## config.mk

```make
export PLATFORM = sky130hd
export DESIGN_NAME = pi_ctrl_flat
export DESIGN_NICKNAME = d
export VERILOG_FILES = /design/src/rtl/pi_ctrl_if.sv /design/src/rtl/pi_ctrl.sv /design/src/flat_wrapper.sv
export SDC_FILE = /design/constraint.sdc
export NUM_CORES = 1
export LEC_CHECK = 0
export CAP_MARGIN = 20
export CORE_MARGIN = 2
export CORE_UTILIZATION = 45
export DETAILED_ROUTE_END_ITERATION = 10
export DONT_BUFFER_PORTS = 1
export PLACE_DENSITY_LB_ADDON = 0.25
export SLEW_MARGIN = 20
export SYNTH_ARGS = -nofsm -noshare
export SYNTH_HDL_FRONTEND = slang
export SYNTH_SLANG_ARGS = --single-unit
```

## constraint.sdc

```tcl
create_clock -name clk -period 4.6 [get_ports clk]
set_input_delay 0.92 -clock clk [delete_from_list [all_inputs] [get_ports clk]]
set_output_delay 0.92 -clock clk [all_outputs]
set_load 0.1 [all_outputs]
```

## src/rtl/pi_ctrl_if.sv

```systemverilog
// pi_ctrl_if: CONO/CONI, device request and CPU handshake signals of the priority-interrupt controller
interface pi_ctrl_if;
  logic pi_wr;
  logic [0:35] dp;
  logic [1:7] bus_pi_req_in;
  logic pi_ack;
  logic pi_dismiss;
  logic pi_req;
  logic [0:2] pi_lev;
  logic [0:2] pi_cur;
  logic [0:35] pi_status;
  modport master (
    output pi_wr, dp, bus_pi_req_in, pi_ack, pi_dismiss,
    input  pi_req, pi_lev, pi_cur, pi_status
  );
  modport slave (
    input  pi_wr, dp, bus_pi_req_in, pi_ack, pi_dismiss,
    output pi_req, pi_lev, pi_cur, pi_status
  );
endinterface

```

## src/rtl/pi_ctrl.sv

```systemverilog
// pi_ctrl: KS-10 seven-level priority-interrupt controller; define PI_SYNC_EN to add SYNC_STAGES request synchronizer flops
module pi_ctrl #(
  parameter int SYNC_STAGES = 2
) (
  input logic clk,
  input logic rst,
  input logic clken,
  pi_ctrl_if.slave pi
);
  typedef enum logic {IDLE, REQ} state_t;
  state_t state, state_nx;
  logic [1:7] prog, hold, lvl_on, prog_nx, hold_nx, lvl_nx, req, pend, elig, lmask;
  logic sys_on, sys_nx, clr, ack;
  logic [0:2] cur_lev, lev_nx, cur, best;
  function automatic logic [0:2] first(input logic [1:7] v);
    first = 3'd0;
    for (int i = 7; i >= 1; i--) if (v[i]) first = 3'(i);
  endfunction
`ifdef PI_SYNC_EN
  logic [1:7] sync [SYNC_STAGES];
  always_ff @(posedge clk)
    if (!rst) begin
      for (int i = 0; i < SYNC_STAGES; i++) sync[i] <= '0;
    end else if (clken) begin
      sync[0] <= pi.bus_pi_req_in;
      for (int i = 1; i < SYNC_STAGES; i++) sync[i] <= sync[i-1];
    end
  assign req = sync[SYNC_STAGES-1];
`else
  assign req = pi.bus_pi_req_in;
`endif
  always_comb begin
    lmask = pi.dp[29:35];
    pend = (req | prog) & lvl_on & {7{sys_on}};
    cur = first(hold);
    for (int i = 1; i <= 7; i++) elig[i] = pend[i] & (cur == 3'd0 || 3'(i) < cur);
    best = first(elig);
    clr = pi.pi_wr & pi.dp[23];
    ack = (state == REQ) & pi.pi_ack;
    prog_nx = clr ? '0 : pi.pi_wr ? (prog & ~({7{pi.dp[22]}} & lmask)) | ({7{pi.dp[24]}} & lmask) : prog;
    lvl_nx = clr ? '0 : pi.pi_wr ? (lvl_on | ({7{pi.dp[25]}} & lmask)) & ~({7{pi.dp[26]}} & lmask) : lvl_on;
    sys_nx = clr ? 1'b0 : (pi.pi_wr & pi.dp[28]) ? 1'b1 : (pi.pi_wr & pi.dp[27]) ? 1'b0 : sys_on;
    hold_nx = hold;
    if (pi.pi_dismiss && cur != 3'd0) hold_nx[cur] = 1'b0;
    if (ack) hold_nx[cur_lev] = 1'b1;
    if (clr) hold_nx = '0;
    state_nx = clr ? IDLE : (state == IDLE) ? (best != 3'd0 ? REQ : IDLE) : (!pi.pi_ack && pend[cur_lev] ? REQ : IDLE);
    lev_nx = (state == IDLE && best != 3'd0) ? best : cur_lev;
  end
  always_ff @(posedge clk)
    if (!rst) begin
      state <= IDLE;
      prog <= '0;
      hold <= '0;
      lvl_on <= '0;
      sys_on <= 1'b0;
      cur_lev <= '0;
    end else if (clken) begin
      state <= state_nx;
      prog <= prog_nx;
      hold <= hold_nx;
      lvl_on <= lvl_nx;
      sys_on <= sys_nx;
      cur_lev <= lev_nx;
    end
  assign pi.pi_req = state == REQ;
  assign pi.pi_lev = (state == REQ) ? cur_lev : 3'd0;
  assign pi.pi_cur = cur;
  assign pi.pi_status = {11'b0, prog, 3'b0, hold, sys_on, lvl_on};
endmodule

```

## src/flat_wrapper.sv

```systemverilog
// flat-port wrapper written by rule: the top's interface ports become plain ports
module pi_ctrl_flat 
#(
  parameter int SYNC_STAGES = 2
)
  (clk, rst, clken, pi_pi_wr, pi_dp, pi_bus_pi_req_in, pi_pi_ack, pi_pi_dismiss, pi_pi_req, pi_pi_lev, pi_pi_cur, pi_pi_status);
  pi_ctrl_if pi_i ();
  input logic clk;
  input logic rst;
  input logic clken;
  input wire logic [$bits(pi_i.pi_wr)-1:0] pi_pi_wr;
  input wire logic [$bits(pi_i.dp)-1:0] pi_dp;
  input wire logic [$bits(pi_i.bus_pi_req_in)-1:0] pi_bus_pi_req_in;
  input wire logic [$bits(pi_i.pi_ack)-1:0] pi_pi_ack;
  input wire logic [$bits(pi_i.pi_dismiss)-1:0] pi_pi_dismiss;
  output wire logic [$bits(pi_i.pi_req)-1:0] pi_pi_req;
  output wire logic [$bits(pi_i.pi_lev)-1:0] pi_pi_lev;
  output wire logic [$bits(pi_i.pi_cur)-1:0] pi_pi_cur;
  output wire logic [$bits(pi_i.pi_status)-1:0] pi_pi_status;
  assign pi_i.pi_wr = pi_pi_wr;
  assign pi_i.dp = pi_dp;
  assign pi_i.bus_pi_req_in = pi_bus_pi_req_in;
  assign pi_i.pi_ack = pi_pi_ack;
  assign pi_i.pi_dismiss = pi_pi_dismiss;
  assign pi_pi_req = pi_i.pi_req;
  assign pi_pi_lev = pi_i.pi_lev;
  assign pi_pi_cur = pi_i.pi_cur;
  assign pi_pi_status = pi_i.pi_status;
  pi_ctrl #(.SYNC_STAGES(SYNC_STAGES)) u_core (.clk(clk), .rst(rst), .clken(clken), .pi(pi_i));
endmodule
```

==> results.cfg <==
[power_and_ir_drop]
peakVddDrop_mv = 0.161
p_leak_uw = 0.000657
power.density_nw_per_um2 = 292

[drt]
first_pass_iters = 4
drtIter0Drc = 76
drc_errors = 0
antenna_left = 0
routed_via_density = 5.98
wl_mm = 4.48
vias = 1608
wire_per_inst_um = 16.7

[placed_design]
portBuffers = 0
dp_slack_ns = 2.07
dpl.hpwl_mm = 3.24
finalWeightedCongestion = 0.822

[global_routing]
grt_max_degree = 29
track_usage_pct = 22.3
grt_pass1_vias = 1536
grt.overflow.total = 0
grt_pass1_wl_mm = 7.29
antenna_found_initial = 0

[worst_hold_path]
hold_path_class = reg -> reg

[logic_synthesis]
async_reset_ff_share_pct = 0
synthFlopType = dfxtp_1
synth_warnings = 0
syn_inst = 221
synth-seq-cells = 26
synth_cell_types = 48
ys_top_cells_by_count = dfxtp_1, a21oi_1, o21ai_0, nor2_1, nand2_1
synth-edff-count = 0
seq_area_frac_synth_pct = 30.9
synth_area_sq_um = 1680
syn_area_per_cell_sq_um = 7.61
synth_most_common_cell = dfxtp_1
synth_area_leaders = dfxtp_1, a21oi_1, o21ai_0
synth_top_area_cell = dfxtp_1
yosys.area.top_type_share_pct = 30.9

[timing]
hold_viol_final = 0
max_slew_margin_pct = 29.5
period_share_pct = 61.7
skew_ns = 0.00771
finalWorstSetupSlack_ns = 1.76
max_freq_mhz = 353
drv_slew = 0
tns_ns = 0
setup_violations = 0
rsz0062_at_grt = false
period_needed_ns = 2.84
tightestPinTransition_ns = 1.06

[clock_network]
cts_root_buf = clkbuf_8
clock_path_buffers = 2
cts.sinks = 26
hold_buffers = 0
post_cts_resized = 0
post_cts_buffers = 0
clkLatencyLatePin_ns = 0.28
cts_htree_levels = 1
cts_tree = done
cts_buffers = 3
clk_pin_slew_ns = 0.10

[floorplanning]
start_util_pct = 46.3
ios = 92
die_height_um = 65.2
fp-row-count = 22
core_area_sq_um = 3630
die_area_sq_um = 4250
die_width_um = 65.2

[setup_path]
arrival_ns = 1.92
cp_data_required_time_ns = 3.68
critPathKind = reg -> out
cp-end-kind = output port
worstPathCellList = buf_4, inv_1, nor2_2
critPathSlowestCell = nor2_2
start_kind = flop
worst_path_largest_cell_delay_ns = 0.83
path_max_fanout = 6

[finish]
area_growth_pct = 6.54
fin_nets = 271
drive_gt1_share_pct = 13.1
num_antenna_cells = 0

[status]
status = completed

[flow_run]
maxCapViolCount = 0
==> report_power, final <==
group	leakage, uW	switching (uW)	internal [uW]
clock	0.0000357	75.7	117
sequential	0.000210	24.9	228
combinational	0.000412	65.3	12.3
total	0.000657	166	357
==> cell usage in the layout (no fill, tap or decap), drive strengths merged, types with 2 or more instances in the layout <==
master / count
inv: 4
and2: 4
o21ai: 25
dfxtp: 26
clkbuf: 3
nor2: 23
o211ai: 8
a32oi: 3
a21boi: 12
nor3: 6
conb: 14
nor4: 2
nand2: 20
nor2b: 6
a21oi: 25
nand4: 2
a211oi: 2
nor3b: 4
buf: 12
==> state kept, by name (all words and copies together), names as in the netlist <==
signal / cells
u_core.prog: 7
u_core.cur_lev: 3
u_core.lvl_on: 7
u_core.hold: 7
u_core.pi.pi_req: 1
u_core.sys_on: 1
==> per-layer routing <==
layer	share of wire, %	vias up	global-route usage, %
met5	0	-	0
met4	1.2	0	7.29
met3	7.3	5	5.82
met2	47	62	36.7
met1	45	773	28.6
li1	-	768	-
==> area by class of cell <==
type / count / area (sq um)
fillers: 372 / 1840
inverters: 4 / 15.0
flip-flops and latches: 26 / 520
multi-input cells: 175 / 1040
well taps: 48 / 60.1
clock inverters: 1 / 30.0
repair buffers: 12 / 90.1
clock buffers: 3 / 41.3
==> final timing paths <==
kind | from | end | slack [ns] | cells past startpoint
max | u_core.pi.pi_req$_SDFFE_PN0P_ | pi_pi_lev[1] | 1.76 | 3
min | u_core.cur_lev[2]$_SDFFE_PN0P_ | u_core.cur_lev[2]$_SDFFE_PN0P_ | 0.62 | 2
max reg2reg | u_core.lvl_on[7]$_SDFFE_PN0P_ | u_core.pi.pi_req$_SDFFE_PN0P_ | 2.29 | 4
min reg2reg | u_core.cur_lev[2]$_SDFFE_PN0P_ | u_core.cur_lev[2]$_SDFFE_PN0P_ | 0.62 | 2
==> critical path: cells and delay by family (launching register included) <==
kind	cells	cell delay, ns
buffers and inverters	2	0.49
flip-flops	1	0.32
AND/OR/NAND/NOR	1	0.83
==> cells by family (layout without fill, tap and decap cells) <==
| family | after synthesis | after routing | synth area share (%) |
|---|---|---|---|
| buf+inv | 33 | 20 | 11.3 |
| simple gates | 72 | 72 | 22.2 |
| compound gates | 87 | 87 | 33.5 |
| other cells | 1 | 14 | 0.223 |
| mux | 2 | 2 | 1.93 |
| flops | 26 | 26 | 30.9 |
==> per-stage QoR <==
stage / utilization, % / hold slack [ns] / cell area [sq um] / power (uW) / instances
2_1_floorplan: - / 0.586 / 1730 / 346 / 234
3_3_place_gp: 47.4 / 0.612 / 1720 / 335 / 265
3_5_place_dp: 47.4 / 0.605 / 1720 / 336 / 265
4_1_cts: 49.3 / 0.622 / 1790 / 526 / 269
5_1_grt: 49.3 / 0.651 / 1790 / 542 / 269
6_report: 49.3 / 0.624 / 1790 / 523 / 269
No activity file was read; power rests on OpenSTA's default activity.
